[config.mk]
export PLATFORM = sky130hd
export DESIGN_NAME = demux16_dispatch_flat
export DESIGN_NICKNAME = d
export VERILOG_FILES = /design/src/rtl/demux16_pkg.sv /design/src/rtl/demux16_dispatch_if.sv /design/src/rtl/demux16_dispatch_onehot_dec4.sv /design/src/rtl/demux16_dispatch.sv /design/src/flat_wrapper.sv
export SDC_FILE = /design/constraint.sdc
export NUM_CORES = 1
export LEC_CHECK = 0
export BUFFER_PORTS_ARGS = -buffer_cell sky130_fd_sc_hd__buf_2
export CAP_MARGIN = 20
export CORE_AREA = 2 2 153 155
export CTS_CLUSTER_DIAMETER = 150
export DETAILED_ROUTE_END_ITERATION = 12
export DIE_AREA = 0 0 155 157
export PLACE_DENSITY = 0.79
export SETUP_SLACK_MARGIN = 0.5
export SLEW_MARGIN = 15
export SYNTH_ARGS = -nofsm -noshare
export SYNTH_HDL_FRONTEND = slang
export SYNTH_SLANG_ARGS = --single-unit
[constraint.sdc]
create_clock -name clk -period 12.6 [get_ports clk]
set_input_delay 1.26 -clock clk [delete_from_list [all_inputs] [get_ports clk]]
set_output_delay 1.26 -clock clk [all_outputs]
set_load 0.02 [all_outputs]
[src/rtl/demux16_pkg.sv]
// Shared types and constants for the 1-to-16 dispatch demultiplexer.
//   NCH       : number of destination channels
//   SEL_W     : width of the binary channel index
//   CNT_W     : width of the optional stall counter
//   STALL_MAX : saturation value of the stall counter
package demux16_pkg;

    localparam int unsigned NCH   = 16;
    localparam int unsigned SEL_W = 4;
    localparam int unsigned CNT_W = 8;

    typedef logic [SEL_W-1:0] sel_t;
    typedef logic [NCH-1:0]   onehot_t;

    localparam logic [CNT_W-1:0] STALL_MAX = 8'd255;

endpackage

[src/rtl/demux16_dispatch_if.sv]
// Producer/consumer bundle for demux16_dispatch.
//   in_valid/in_ready/in_sel/in_data : producer handshake and payload
//   out_data/out_valid/out_ack       : per-channel holding registers and handshake
//   sel_onehot/busy                  : registered select vector and activity flag
//   stall_cnt                        : present only with DEMUX16_STALL_CNT_EN
// Modports: master = bench/producer/consumer side, slave = dispatch block.
interface demux16_dispatch_if #(
    parameter int unsigned WIDTH = 16
);
    import demux16_pkg::*;

    logic                 in_valid;
    logic                 in_ready;
    sel_t                 in_sel;
    logic [WIDTH-1:0]     in_data;
    logic [NCH*WIDTH-1:0] out_data;
    onehot_t              out_valid;
    onehot_t              out_ack;
    onehot_t              sel_onehot;
    logic                 busy;
`ifdef DEMUX16_STALL_CNT_EN
    logic [CNT_W-1:0]     stall_cnt;
`endif

    modport master (
        output in_valid, in_sel, in_data, out_ack,
        input  in_ready, out_data, out_valid, sel_onehot, busy
`ifdef DEMUX16_STALL_CNT_EN
        , input stall_cnt
`endif
    );

    modport slave (
        input  in_valid, in_sel, in_data, out_ack,
        output in_ready, out_data, out_valid, sel_onehot, busy
`ifdef DEMUX16_STALL_CNT_EN
        , output stall_cnt
`endif
    );

endinterface

[src/rtl/demux16_dispatch_onehot_dec4.sv]
// onehot_dec4: combinational 4-to-16 binary to one-hot decoder.
//   i_sel    : binary channel index
//   o_onehot : exactly one bit set at position i_sel
module onehot_dec4
    import demux16_pkg::*;
(
    input  sel_t    i_sel,
    output onehot_t o_onehot
);

    always_comb begin
        o_onehot = onehot_t'(1) << i_sel;
    end

endmodule

[src/rtl/demux16_dispatch.sv]
// demux16_dispatch: registered 1-to-16 demultiplexer with per-channel holding
// registers and valid/ack handshake; also emits the registered one-hot select.
//   clk   : rising-edge clock
//   reset : asynchronous, active-high reset
//   bus   : demux16_dispatch_if.slave (producer handshake, channel outputs)
// Optional: define DEMUX16_STALL_CNT_EN to add the saturating stall counter.
module demux16_dispatch
    import demux16_pkg::*;
#(
    parameter int unsigned WIDTH = 16
) (
    input  logic              clk,
    input  logic              reset,
    demux16_dispatch_if.slave bus
);

    logic [NCH-1:0][WIDTH-1:0] r_data;
    onehot_t                   r_valid;
    onehot_t                   r_onehot;
    onehot_t                   w_dec;
    onehot_t                   w_we;
    logic                      w_ready;
    logic                      w_acc;

    onehot_dec4 u_dec (
        .i_sel    (bus.in_sel),
        .o_onehot (w_dec)
    );

    // A full channel acked this cycle frees its slot for a same-cycle refill.
    assign w_ready = ~r_valid[bus.in_sel] | bus.out_ack[bus.in_sel];
    assign w_acc   = bus.in_valid & w_ready;
    assign w_we    = w_acc ? w_dec : onehot_t'(0);

    // Holding registers: a new write wins over an ack on the same channel.
    always_ff @(posedge clk or posedge reset) begin
        if (reset) begin
            r_valid  <= onehot_t'(0);
            r_data   <= '0;
            r_onehot <= onehot_t'(1);
        end else begin
            r_valid <= (r_valid & ~bus.out_ack) | w_we;
            for (int k = 0; k < NCH; k++) begin
                if (w_we[k]) begin
                    r_data[k] <= bus.in_data;
                end
            end
            if (w_acc) begin
                r_onehot <= w_dec;
            end
        end
    end

    assign bus.in_ready   = w_ready;
    assign bus.out_data   = r_data;
    assign bus.out_valid  = r_valid;
    assign bus.sel_onehot = r_onehot;
    assign bus.busy       = |r_valid;

`ifdef DEMUX16_STALL_CNT_EN
    logic [CNT_W-1:0] r_stall;

    // Counts refused requests, saturating instead of wrapping.
    always_ff @(posedge clk or posedge reset) begin
        if (reset) begin
            r_stall <= CNT_W'(0);
        end else if (bus.in_valid && !w_ready && (r_stall != STALL_MAX)) begin
            r_stall <= r_stall + CNT_W'(1);
        end
    end

    assign bus.stall_cnt = r_stall;
`endif

endmodule

[src/flat_wrapper.sv]
// flat-port wrapper written by rule: the top's interface ports become plain ports
module demux16_dispatch_flat import demux16_pkg::*;
#(
    parameter int unsigned WIDTH = 16
)
  (clk, reset, bus_in_valid, bus_in_sel, bus_in_data, bus_out_ack, bus_in_ready, bus_out_data, bus_out_valid, bus_sel_onehot, bus_busy);
  demux16_dispatch_if #(.WIDTH(WIDTH)) bus_i ();
  input  logic clk;
  input  logic reset;
  input wire logic [$bits(bus_i.in_valid)-1:0] bus_in_valid;
  input wire logic [$bits(bus_i.in_sel)-1:0] bus_in_sel;
  input wire logic [$bits(bus_i.in_data)-1:0] bus_in_data;
  input wire logic [$bits(bus_i.out_ack)-1:0] bus_out_ack;
  output wire logic [$bits(bus_i.in_ready)-1:0] bus_in_ready;
  output wire logic [$bits(bus_i.out_data)-1:0] bus_out_data;
  output wire logic [$bits(bus_i.out_valid)-1:0] bus_out_valid;
  output wire logic [$bits(bus_i.sel_onehot)-1:0] bus_sel_onehot;
  output wire logic [$bits(bus_i.busy)-1:0] bus_busy;
  assign bus_i.in_valid = bus_in_valid;
  assign bus_i.in_sel = bus_in_sel;
  assign bus_i.in_data = bus_in_data;
  assign bus_i.out_ack = bus_out_ack;
  assign bus_in_ready = bus_i.in_ready;
  assign bus_out_data = bus_i.out_data;
  assign bus_out_valid = bus_i.out_valid;
  assign bus_sel_onehot = bus_i.sel_onehot;
  assign bus_busy = bus_i.busy;
  demux16_dispatch #(.WIDTH(WIDTH)) u_core (.clk(clk), .reset(reset), .bus(bus_i));
endmodule
==> results of run 1 <==
## metrics by stage
step,instance area (um^2),worst slack (ns),cells,hold WS [ns],util [%]
2_1_floorplan,11700,3.39,713,0.497,-
3_3_place_gp,13400,8.63,1286,0.449,59.4
3_5_place_dp,13400,8.58,1286,0.470,59.4
4_1_cts,14600,8.61,1342,0.478,64.7
5_1_grt,14600,8.49,1344,0.501,65.0
6_report,14600,8.60,1344,0.478,65.0
## cell type report
type,count,area (um^2)
well taps,285,357
repair buffers,334,1730
flip-flops and latches,288,7210
fillers,1682,7890
multi-input cells,349,4000
clock inverters,15,280
inverters,32,128
clock buffers,41,913
## cells in the final DEF (no fill, tap or decap), types with 3 or more instances in the layout
cell	Yosys	final
a22oi_1	4	4
and2_1	3	3
buf_2	2	328
buf_4	9	4
bufinv_16	0	8
clkbuf_16	0	31
clkbuf_8	0	10
clkinv_2	0	5
dfrtp_1	287	287
inv_1	32	31
mux2_2	176	176
mux2_4	81	81
mux2i_1	9	9
nor2_1	3	3
nor2_2	7	7
nor2_4	4	4
nor2_8	5	5
nor2b_1	4	4
nor4_1	4	4
o221ai_2	4	4
o22ai_1	33	33
## flip-flops by register name, summed over array words and instances (netlist names)
register and count:
u_core.bus.sel_onehot 16, u_core.bus.out_data 256, u_core.bus.out_valid 16
## power by group
| part | leakage (nW) | switching (mW) | internal [mW] |
|---|---|---|---|
| clock | 0.587 | 0.371 | 0.668 |
| combinational | 3.06 | 0.494 | 0.342 |
| sequential | 3.58 | 0.113 | 1.13 |
## final timing paths
check                                               from                  endpoint  slack (ns)  depth (start not counted)
worst max-delay path                       bus_in_sel[0]              bus_in_ready        8.60                          5
worst min-delay path            u_core.bus.sel_onehot[0]  u_core.bus.sel_onehot[0]        0.48                          2
worst max register to register   u_core.bus.out_valid[5]   u_core.bus.out_data[38]        9.87                          5
max in group asynchronous                          reset  u_core.bus.out_data[205]        9.60                          6
worst min register to register  u_core.bus.sel_onehot[0]  u_core.bus.sel_onehot[0]        0.48                          2
min in group asynchronous                          reset   u_core.bus.out_data[82]        0.69                          2
## cell usage after synthesis
master    number  share of area, %
nand3b_1       2              0.13
nor2_2         7              0.38
buf_4          9              0.58
o22ai_2        1              0.11
dfstp_2        1              0.23
inv_1         32               1.0
nand2_1        2             0.064
a22oi_1        4              0.26
nand4_1        1             0.054
nor2_4         4              0.39
mux2_2       176                17
buf_2          2             0.086
o22ai_1       33               1.8
nor2_8         5              0.86
nor2b_1        4              0.21
mux2i_1        9              0.77
and2_1         3              0.16
dfrtp_1      287                62
mux4_2         2              0.39
nor4_1         4              0.21
buf_6         14               1.4
nand3_1        1             0.043
o221ai_2       4              0.52
nand2b_1       1             0.054
clkbuf_1      18              0.58
nor2_1         3             0.097
mux4_1         2              0.45
mux2_4        81                10
buf_12         1              0.17
## worst max-delay path, delay by kind of cell
family	cells	cell delay [ns]
buf+inv	2	0.41
mux	2	0.80
compound gates	1	0.27
## logic make-up after synthesis
family          Yosys count
simple gates             37
compound gates           42
buf+inv                  76
mux                     270
flops                   288
## per-layer routing
layer / vias to the layer above / routed length, um
li1: 3161 / -
met1: 3804 / 12500
met2: 302 / 14800
met3: 51 / 2130
met4: 0 / 723
met5: - / 0
==> flow_summary.json, run 1 <==
{
  "ir_worst_vdd_v": 0.000152,
  "criticalPathCategory": "in -> out",
  "ant_nets": 0,
  "yosys.cell_types.count": 29,
  "synth_warnings": 0,
  "clock_tree.buffer_depth": 3,
  "cp_cell_instances": "buf_2, mux4_1, o22ai_1, mux2i_1, buf_2",
  "ios": 329,
  "synthAdderAreaFrac_pct": 0,
  "fin_total_pwr_mw": 3.12,
  "cts.sinks": 288,
  "hpwl_um": 20700,
  "ctsResizeCount": 0,
  "worst-slew-pin-transition_ns": 1.04,
  "met2_usage_pct": 41.4,
  "setup_viol": 0,
  "final-max-slew-violation-count": 0,
  "clock-skew-final_ns": 0.0108,
  "max_cap_violations": 0,
  "placeableCoreArea_um2": 22500,
  "clk_transition_reported_paths_ns": 0.06,
  "pin_count_of_the_biggest_net_entering_global_routing": 151,
  "setup_total_negative_slack_ns": 0,
  "grt_pass1_vias": 7709,
  "worst_skew_pair.late_latency_ns": 0.54,
  "grt_remaining_overflow": 0,
  "synth_cells": 713,
  "cp_max_fo": 12,
  "critical_path.most_common_cell": "buf_2",
  "drive_gt1_share_pct": 63.5,
  "crit_required_ns": 11.34,
  "part_of_the_yosys_area_used_for_sequential_elements_pct": 61.8,
  "grt_first_pass_wirelength_um": 46200,
  "grt_util_met3_pct": 5.75,
  "max_stage_delay_ns": 0.66,
  "antenna_cells": 0,
  "num_vias": 7318,
  "rsz0062_at_grt": "false",
  "mappedNetlistNets": 752,
  "finalNetCount": 1074,
  "grt-busiest-layer": "met2",
  "floorplan.die.height_um": 157,
  "synth_seq_cells": 288,
  "antenna_found_initial": 0,
  "die_x_um": 155,
  "syn_area_um2": 11700,
  "combinational_family_with_the_most_area_after_synthesis": "multiplexers",
  "layout_min_cycle_time_ns": 4.00,
  "report.final.hold_viol_count": 0,
  "setup_fix_buffers_added_after_clock_tree_synthesis": 0,
  "cp-start-kind": "input port",
  "buffer_ports.inserted": 328,
  "avgViaCountPerCell": 5.44,
  "synth_compound_gate_area_share_pct": 2.65,
  "average_wire_per_cell_in_the_routed_design_um": 22.5,
  "area_growth_syn_to_layout_pct": 25.4,
  "wl_um": 30200,
  "cp.arrival_ns": 2.74,
  "total_leakage_power_nw": 7.22,
  "cpMaxStageDelayCell": "mux4_1",
  "setup.worst_path.end_class": "output pin",
  "synth_xor_area_share_pct": 0,
  "multiplexer_share_of_the_synthesized_area_pct": 29.0,
  "finalWeightedCongestion": 0.853,
  "initial_core_util_pct": 51.8,
  "worst_hold_path_class": "reg -> reg",
  "die-area_um2": 24300,
  "syn_avg_cell_area_um2": 16.3,
  "outcome": "finished, final reports clean",
  "cellPowerDensity_nw_per_um2": 214,
  "cts-buffers-inserted": 30,
  "clock_tree.htree_level_count": 1,
  "track_usage_pct": 24.6,
  "fp-row-count": 55,
  "groute.layer.met1.usage_pct": 32.0,
  "drtPass1Iterations": 4,
  "synth_simple_gate_area_share_pct": 2.65,
  "detailedRoute.firstIterationViolations": 352,
  "post-route-period-util_pct": 31.7,
  "cts_hold_buffers": 0,
  "cts-root-buf": "clkbuf_16",
  "maxSlewHeadroom_pct": 30.3,
  "tritoncts": "yes",
  "drc_violations_left": 0,
  "fmaxAchievable_mhz": 250
}
Note: power is estimated with default switching activity, not from simulation.
==> inputs of run 2 (changes only) <==
- ABC_AREA: unset -> 1
- CORE_AREA: 2 2 153 155 -> 2 2 165 167
- DIE_AREA: 0 0 155 157 -> 0 0 167 169
- PLACE_DENSITY: 0.79 -> 0.76
- clock period: 12.6 -> 3.35 ns (I/O delays scaled with it)
==> run 2 against run 1 <==
Compared with the run above:
- hold slack worse by 0.42 ns
- highest routed layer unchanged
- combinational power rose to 3.5 times the previous value
- non-clock buffer count is 45 higher
- count of clock-buffer cells in the layout rose by 2
- final cell count increased by 49%
==> flow_summary.json, run 2 <==
{
  "worst_hold_path_class": "in -> reg",
  "syn_area_um2": 12500,
  "die-area_um2": 28200,
  "rsz0062_at_grt": "false",
  "report.final.hold_viol_count": 0,
  "startpoint_of_the_most_critical_hold_path": "bus_out_ack[0]",
  "yosys.cell_types.count": 22,
  "setup_fix_buffers_added_after_clock_tree_synthesis": 0,
  "drtPass1Iterations": 5,
  "maxSlewHeadroom_pct": 40.1,
  "area_growth_syn_to_layout_pct": 23.5,
  "layout_min_cycle_time_ns": 2.47,
  "cp_num_cells": 8,
  "total_leakage_power_nw": 8.52,
  "outcome": "finished, final reports clean",
  "average_wire_per_cell_in_the_routed_design_um": 21.5,
  "part_of_the_yosys_area_used_for_sequential_elements_pct": 57.9,
  "num_vias": 11600,
  "synth_cells": 1359,
  "timing.critical_path.buf_inv": 1,
  "placeableCoreArea_um2": 26500,
  "antenna_found_initial": 1,
  "register_area_um2": 7210,
  "pin_count_of_the_biggest_net_entering_global_routing": 117,
  "fp-row-count": 60,
  "synthFlopType": "dfrtp_1",
  "worst_r2r_setup_slack_ns": 1.07,
  "synth-async-reset-ratio_pct": 100,
  "multi_input_comb_area_um2": 4500,
  "crit-reg2reg-capture": "u_core.bus.out_data[114]",
  "finalNetCount": 1678,
  "layout.cells.non_filler": 2000,
  "clock_tree.htree_level_count": 1,
  "mappedNetlistNets": 1398,
  "criticalPathCategory": "reg -> out",
  "number_of_placed_instances_with_taps_included": 1932,
  "worst-slew-pin-transition_ns": 0.898,
  "tritoncts": "yes",
  "fill_cells": 2291,
  "detailedRoute.firstIterationViolations": 1356,
  "finalWeightedCongestion": 0.864,
  "clk_transition_reported_paths_ns": 0.06,
  "final.hold.worst_slack_ns": 0.0589,
  "synth_warnings": 0,
  "finalWorstSetupSlack_ns": 0.878,
  "cp.arrival_ns": 2.14,
  "ios": 329,
  "post_synth_most_frequent_cells": "567 x nand2_1, 287 x dfrtp_1, 259 x nand4_1",
  "synth_top_cell_by_area": "dfrtp_1",
  "place_ws_ns": 0.713,
  "initial_core_util_pct": 47.0,
  "synth.most_common_cell": "nand2_1",
  "worst_r2r_path_depth": 11,
  "ir_worst_vdd_v": 0.000569,
  "synth_seq_cells": 288,
  "die_x_um": 167,
  "layout.cells.most_common_list": "567 x nand2_1, 327 x buf_2, 287 x dfrtp_1",
  "critical_path.top_delay_family": "simple AND/OR/NAND/NOR gates",
  "clock-skew-final_ns": 0.0271,
  "fin_total_pwr_mw": 11.0,
  "crit_required_ns": 3.01,
  "hold-path-cell-count": 2,
  "grt_remaining_overflow": 0,
  "final-max-slew-violation-count": 0,
  "drive_gt1_share_pct": 27.5,
  "cp_cell_instances": "nand2_1, o21ai_0, nand2_1, nand2_1, nand2_1, nand3_1, nand2_8, buf_2",
  "cellPowerDensity_nw_per_um2": 716,
  "wl_um": 43000,
  "cp-start-kind": "register",
  "worstHoldEndpoint": "u_core.bus.out_valid[0]",
  "post-route-period-util_pct": 73.8,
  "setup.worst_path.end_class": "output pin",
  "cts-buffers-inserted": 31,
  "setup_viol": 0,
  "track_usage_pct": 29.8,
  "grt_first_pass_wirelength_um": 65900,
  "synth_top_cells_by_area": "dfrtp_1 58%, nand2_1 17%, nand4_1 13%",
  "antenna_cells": 0,
  "worst_skew_pair.late_latency_ns": 0.56,
  "drc_violations_left": 0,
  "ant_nets": 0,
  "layout_commonest_cell": "nand2_1",
  "critical_path.most_common_cell": "nand2_1",
  "crit-reg2reg-launch": "u_core.bus.out_valid[7]",
  "fmaxAchievable_mhz": 404,
  "cp_max_fo": 41,
  "max_cap_violations": 0,
  "grt_pass1_vias": 11100,
  "clock_tree.buffer_depth": 3,
  "avgViaCountPerCell": 5.81,
  "floorplan.die.height_um": 169,
  "max_stage_delay_ns": 0.41,
  "hpwl_um": 27400,
  "ctsResizeCount": 0,
  "syn_avg_cell_area_um2": 9.17,
  "number_of_flip_flops_in_the_largest_register": 256,
  "cts.sinks": 288,
  "cts-root-buf": "clkbuf_16",
  "buffer_ports.inserted": 328,
  "yosys.area.top_type_share_pct": 57.6,
  "synth_edf_count": 0,
  "cpMaxStageDelayCell": "dfrtp_1"
}
[run 2: cell types whose count changed after synthesis, moves of 22 or more]
cell and delta:
mux2_2 -176, mux2_4 -81, buf_2 +37, nand2_1 +565, nand3_1 +22, nand4_1 +258
o22ai_1 -33, clkbuf_1 +25, buf_1 +31
[run 2: final cells by class]
class                           instances  share of cell area, %
Clock inverter                         10                  0.748
Clock buffer                           43                   5.79
Inverter                               23                  0.586
Sequential cell                       288                   46.9
Multi-Input combinational cell        916                   29.3
Tap cell                              341                   2.77
Timing Repair Buffer                  379                   14.0
[run 2: worst reg2reg max path, cell delays in order (launching register included)]
cell	delay [ns]
dfrtp_1	0.41
nand2_1	0.07
o21ai_0	0.08
nand2_1	0.08
nand2_1	0.08
nand2_1	0.07
nand3_1	0.17
nand2_8	0.36
buf_12	0.28
nand3_4	0.31
nand2_1	0.18
nand2_1	0.06
[run 2: logic make-up after synthesis]
family                 synth area share (%)
AND/OR/NAND/NOR                        35.2
AO/OA/AOI/OAI                         0.844
flip-flops                             57.9
buffers and inverters                  6.15
[run 2: per-stage QoR]
stage                     cell area, um^2  setup TNS, ns  util [%]
after global routing                15400              0      58.0
after global placement              14200              0      53.7
after floorplan                     12500        -230.57         -
final                               15400              0      58.0
after CTS                           15400              0      58.0
after detailed placement            14200              0      53.7
[run 2: repair_timing]
| item | 4_1_cts | 5_1_grt |
|---|---|---|
| setup endpoints to repair | 0 | 0 |
| endpoints found under the hold margin | 38 | 0 |
| hold buffers | 15 | 0 |
[run 2: how the worst max path moves through the flow]
| stage | start | end | slack [ns] |
|---|---|---|---|
| CTS | u_core.bus.out_valid[7] | bus_in_ready | 0.88 |
| floorplan | reset | u_core.bus.out_data[0] | -0.80 |
| global placement | bus_in_sel[0] | u_core.bus.sel_onehot[1] | 0.78 |
| global route | u_core.bus.out_valid[6] | bus_in_ready | 0.75 |
| detailed placement | bus_in_sel[0] | u_core.bus.out_data[15] | 0.71 |
| finish | u_core.bus.out_valid[7] | bus_in_ready | 0.88 |
[run 2: per-layer routing]
metal  vias to the layer above  GRT usage, %  wire [um]
li1                       5164             -          -
met1                      5702          40.9      17200
met2                       654          46.8      20000
met3                       100          7.58       4540
met4                         0          9.63       1240
met5                         -             0          0
[run 2: report_power, final]
part           total, mW  internal, mW  switching, mW
combinational       2.91         0.865           2.05
sequential          4.70          4.22          0.478
clock               3.40          2.00           1.41
==> inputs of run 3 (changes only) <==
- CORE_AREA: 2 2 165 167 -> 2 2 157 159
- DIE_AREA: 0 0 167 169 -> 0 0 159 161
- PLACE_DENSITY: 0.76 -> 0.79
- clock period: 3.35 -> 2.4 ns (I/O delays scaled with it)
==> run 3 against run 2 <==
Compared with the run above:
- final cell count rose by 1.7%
- die area decreased by 9.3%
- count of clock-buffer cells in the layout up 4
- critical path depth increased by 1
- clock power rose by 39%
- clock skew decreased by 0.010 ns
- largest power group unchanged
==> flow_summary.json, run 3 (synthesis gave the netlist of run 2 again) <==
{
  "outcome": "finished, final reports clean",
  "worst_skew_pair.late_latency_ns": 0.56,
  "tritoncts": "yes",
  "die-area_um2": 25600,
  "worst_r2r_setup_slack_ns": 0.40,
  "setup_total_negative_slack_ns": 0,
  "critical_path.most_common_cell": "nand2_1",
  "drive_gt1_share_pct": 30.1,
  "post-route-util_pct": 67.7,
  "cts.sinks": 288,
  "cp_cell_instances": "inv_2, o21ai_1, nand2_1, nand2_1, nand3_2, nand3_4, nand2_8, buf_12, buf_8",
  "hpwl_um": 26600,
  "drc_violations_left": 0,
  "ir_worst_vdd_v": 0.000771,
  "final-max-slew-violation-count": 0,
  "ios": 329,
  "grt_remaining_overflow": 0,
  "wl_um": 45400,
  "antenna_found_initial": 1,
  "fmaxAchievable_mhz": 492,
  "cellPowerDensity_nw_per_um2": 960,
  "pin_count_of_the_biggest_net_entering_global_routing": 151,
  "cts-buffers-inserted": 30,
  "num_vias": 12200,
  "rsz0062_at_grt": "true",
  "maxSlewHeadroom_pct": 41.5,
  "clk_transition_reported_paths_ns": 0.06,
  "cp_max_fo": 3,
  "buffer_ports.inserted": 328,
  "cp_num_cells": 9,
  "criticalPathCategory": "reg -> out",
  "cp-start-kind": "register",
  "setup.worst_path.end_class": "output pin",
  "area_growth_syn_to_layout_pct": 30.3,
  "drtPass1Iterations": 5,
  "die_x_um": 159,
  "detailedRoute.firstIterationViolations": 1511,
  "worst_r2r_path_depth": 10,
  "layout.cells.most_common_list": "563 x nand2_1, 325 x buf_2, 286 x dfrtp_1",
  "total_leakage_power_nw": 8.86,
  "grt_first_pass_wirelength_um": 68500,
  "max_stage_delay_ns": 0.37,
  "clock_tree.buffer_depth": 3,
  "placeableCoreArea_um2": 24000,
  "track_usage_pct": 34.3,
  "average_wire_per_cell_in_the_routed_design_um": 22.3,
  "finalWeightedCongestion": 0.868,
  "worst-slew-pin-transition_ns": 0.878,
  "cpMaxStageDelayCell": "dfrtp_1",
  "fp-row-count": 57,
  "clock-skew-final_ns": 0.0167,
  "cts-root-buf": "clkbuf_16",
  "layout_commonest_cell": "nand2_1",
  "crit-reg2reg-launch": "u_core.bus.out_valid[10]",
  "max_cap_violations": 0,
  "clock_tree.htree_level_count": 1,
  "finalNetCount": 1727,
  "crit-reg2reg-capture": "u_core.bus.out_data[191]",
  "ant_nets": 0,
  "critPathLaunch": "u_core.bus.out_valid[12]",
  "layout_min_cycle_time_ns": 2.03,
  "grt_pass1_vias": 11700,
  "crit_required_ns": 2.16,
  "timing.critical_path.buf_inv": 3,
  "critical_path.top_delay_family": "simple AND/OR/NAND/NOR gates",
  "initial_core_util_pct": 52.0,
  "report.final.hold_viol_count": 0,
  "avgViaCountPerCell": 6.00,
  "floorplan.die.height_um": 161,
  "number_of_flip_flops_in_the_largest_register": 256,
  "post-route-period-util_pct": 84.8,
  "setup_viol": 0,
  "cp.arrival_ns": 1.79,
  "worst_hold_path_class": "in -> reg",
  "cp-endpoint": "bus_in_ready"
}
-- run 3: how the worst min path moves through the flow --
stage	start	to	slack [ns]	depth (start not counted)
3_5_place_dp	bus_out_ack[14]	u_core.bus.out_valid[14]	0.43	2
2_1_floorplan	bus_out_ack[0]	u_core.bus.out_valid[0]	0.32	1
4_1_cts	bus_in_sel[2]	u_core.bus.out_data[149]	0.13	4
3_3_place_gp	bus_out_ack[14]	u_core.bus.out_valid[14]	0.42	2
5_1_grt	bus_in_data[14]	u_core.bus.out_data[94]	0.18	3
6_report	bus_in_data[14]	u_core.bus.out_data[254]	0.19	3
-- run 3: what timing repair did --
item / CTS / global route
resized for setup: 30 / 16
endpoints found under the setup margin: 266 / 288
cloned: 15 / 5
pin swaps: 7 / 1
hold buffers: 17 / 0
buffers inserted: 26 / 1
endpoints found under the hold margin: 104 / 0
-- run 3: worst min-delay path: stages --
cell,delay [ns]
buf_2,0.26
nand4_1,0.15
nand2_1,0.05
-- run 3: final cells by class --
class	instances	area [um^2]
antenna	1	2.50
clock buffer	47	916
clock inverter	6	83.8
fill	1899	7730
inverter	23	90.1
multi-input combinational	932	4830
sequential	288	7210
tap	324	405
timing repair buffer	413	2690
-- run 3: metrics by stage --
step / hold WS, ns / setup WS [ns] / instances / power, mW / area [um^2]
after floorplan: 0.321 / -1.66 / 1359 / 8.98 / 12500
after global placement: 0.424 / 0.178 / 1916 / 10.6 / 14300
after detailed placement: 0.426 / 0.130 / 1916 / 10.7 / 14300
after CTS: 0.133 / 0.412 / 2027 / 15.5 / 16100
after global routing: 0.177 / 0.272 / 2034 / 16.2 / 16200
final: 0.191 / 0.366 / 2034 / 15.6 / 16200
-- run 3: where the power goes --
part	internal (mW)	leakage, nW	switching (mW)	total, mW
sequential	5.89	3.71	0.681	6.57
clock	2.81	0.494	1.93	4.74
combinational	1.31	4.65	2.95	4.27
-- run 3: per-layer routing --
metal / track usage, % / up-vias / share of wire [%]
met5: 0 / - / 0
met4: 18.0 / 0 / 5.4
met3: 7.27 / 163 / 11
met2: 52.2 / 839 / 45
met1: 46.9 / 5883 / 39
li1: - / 5318 / -
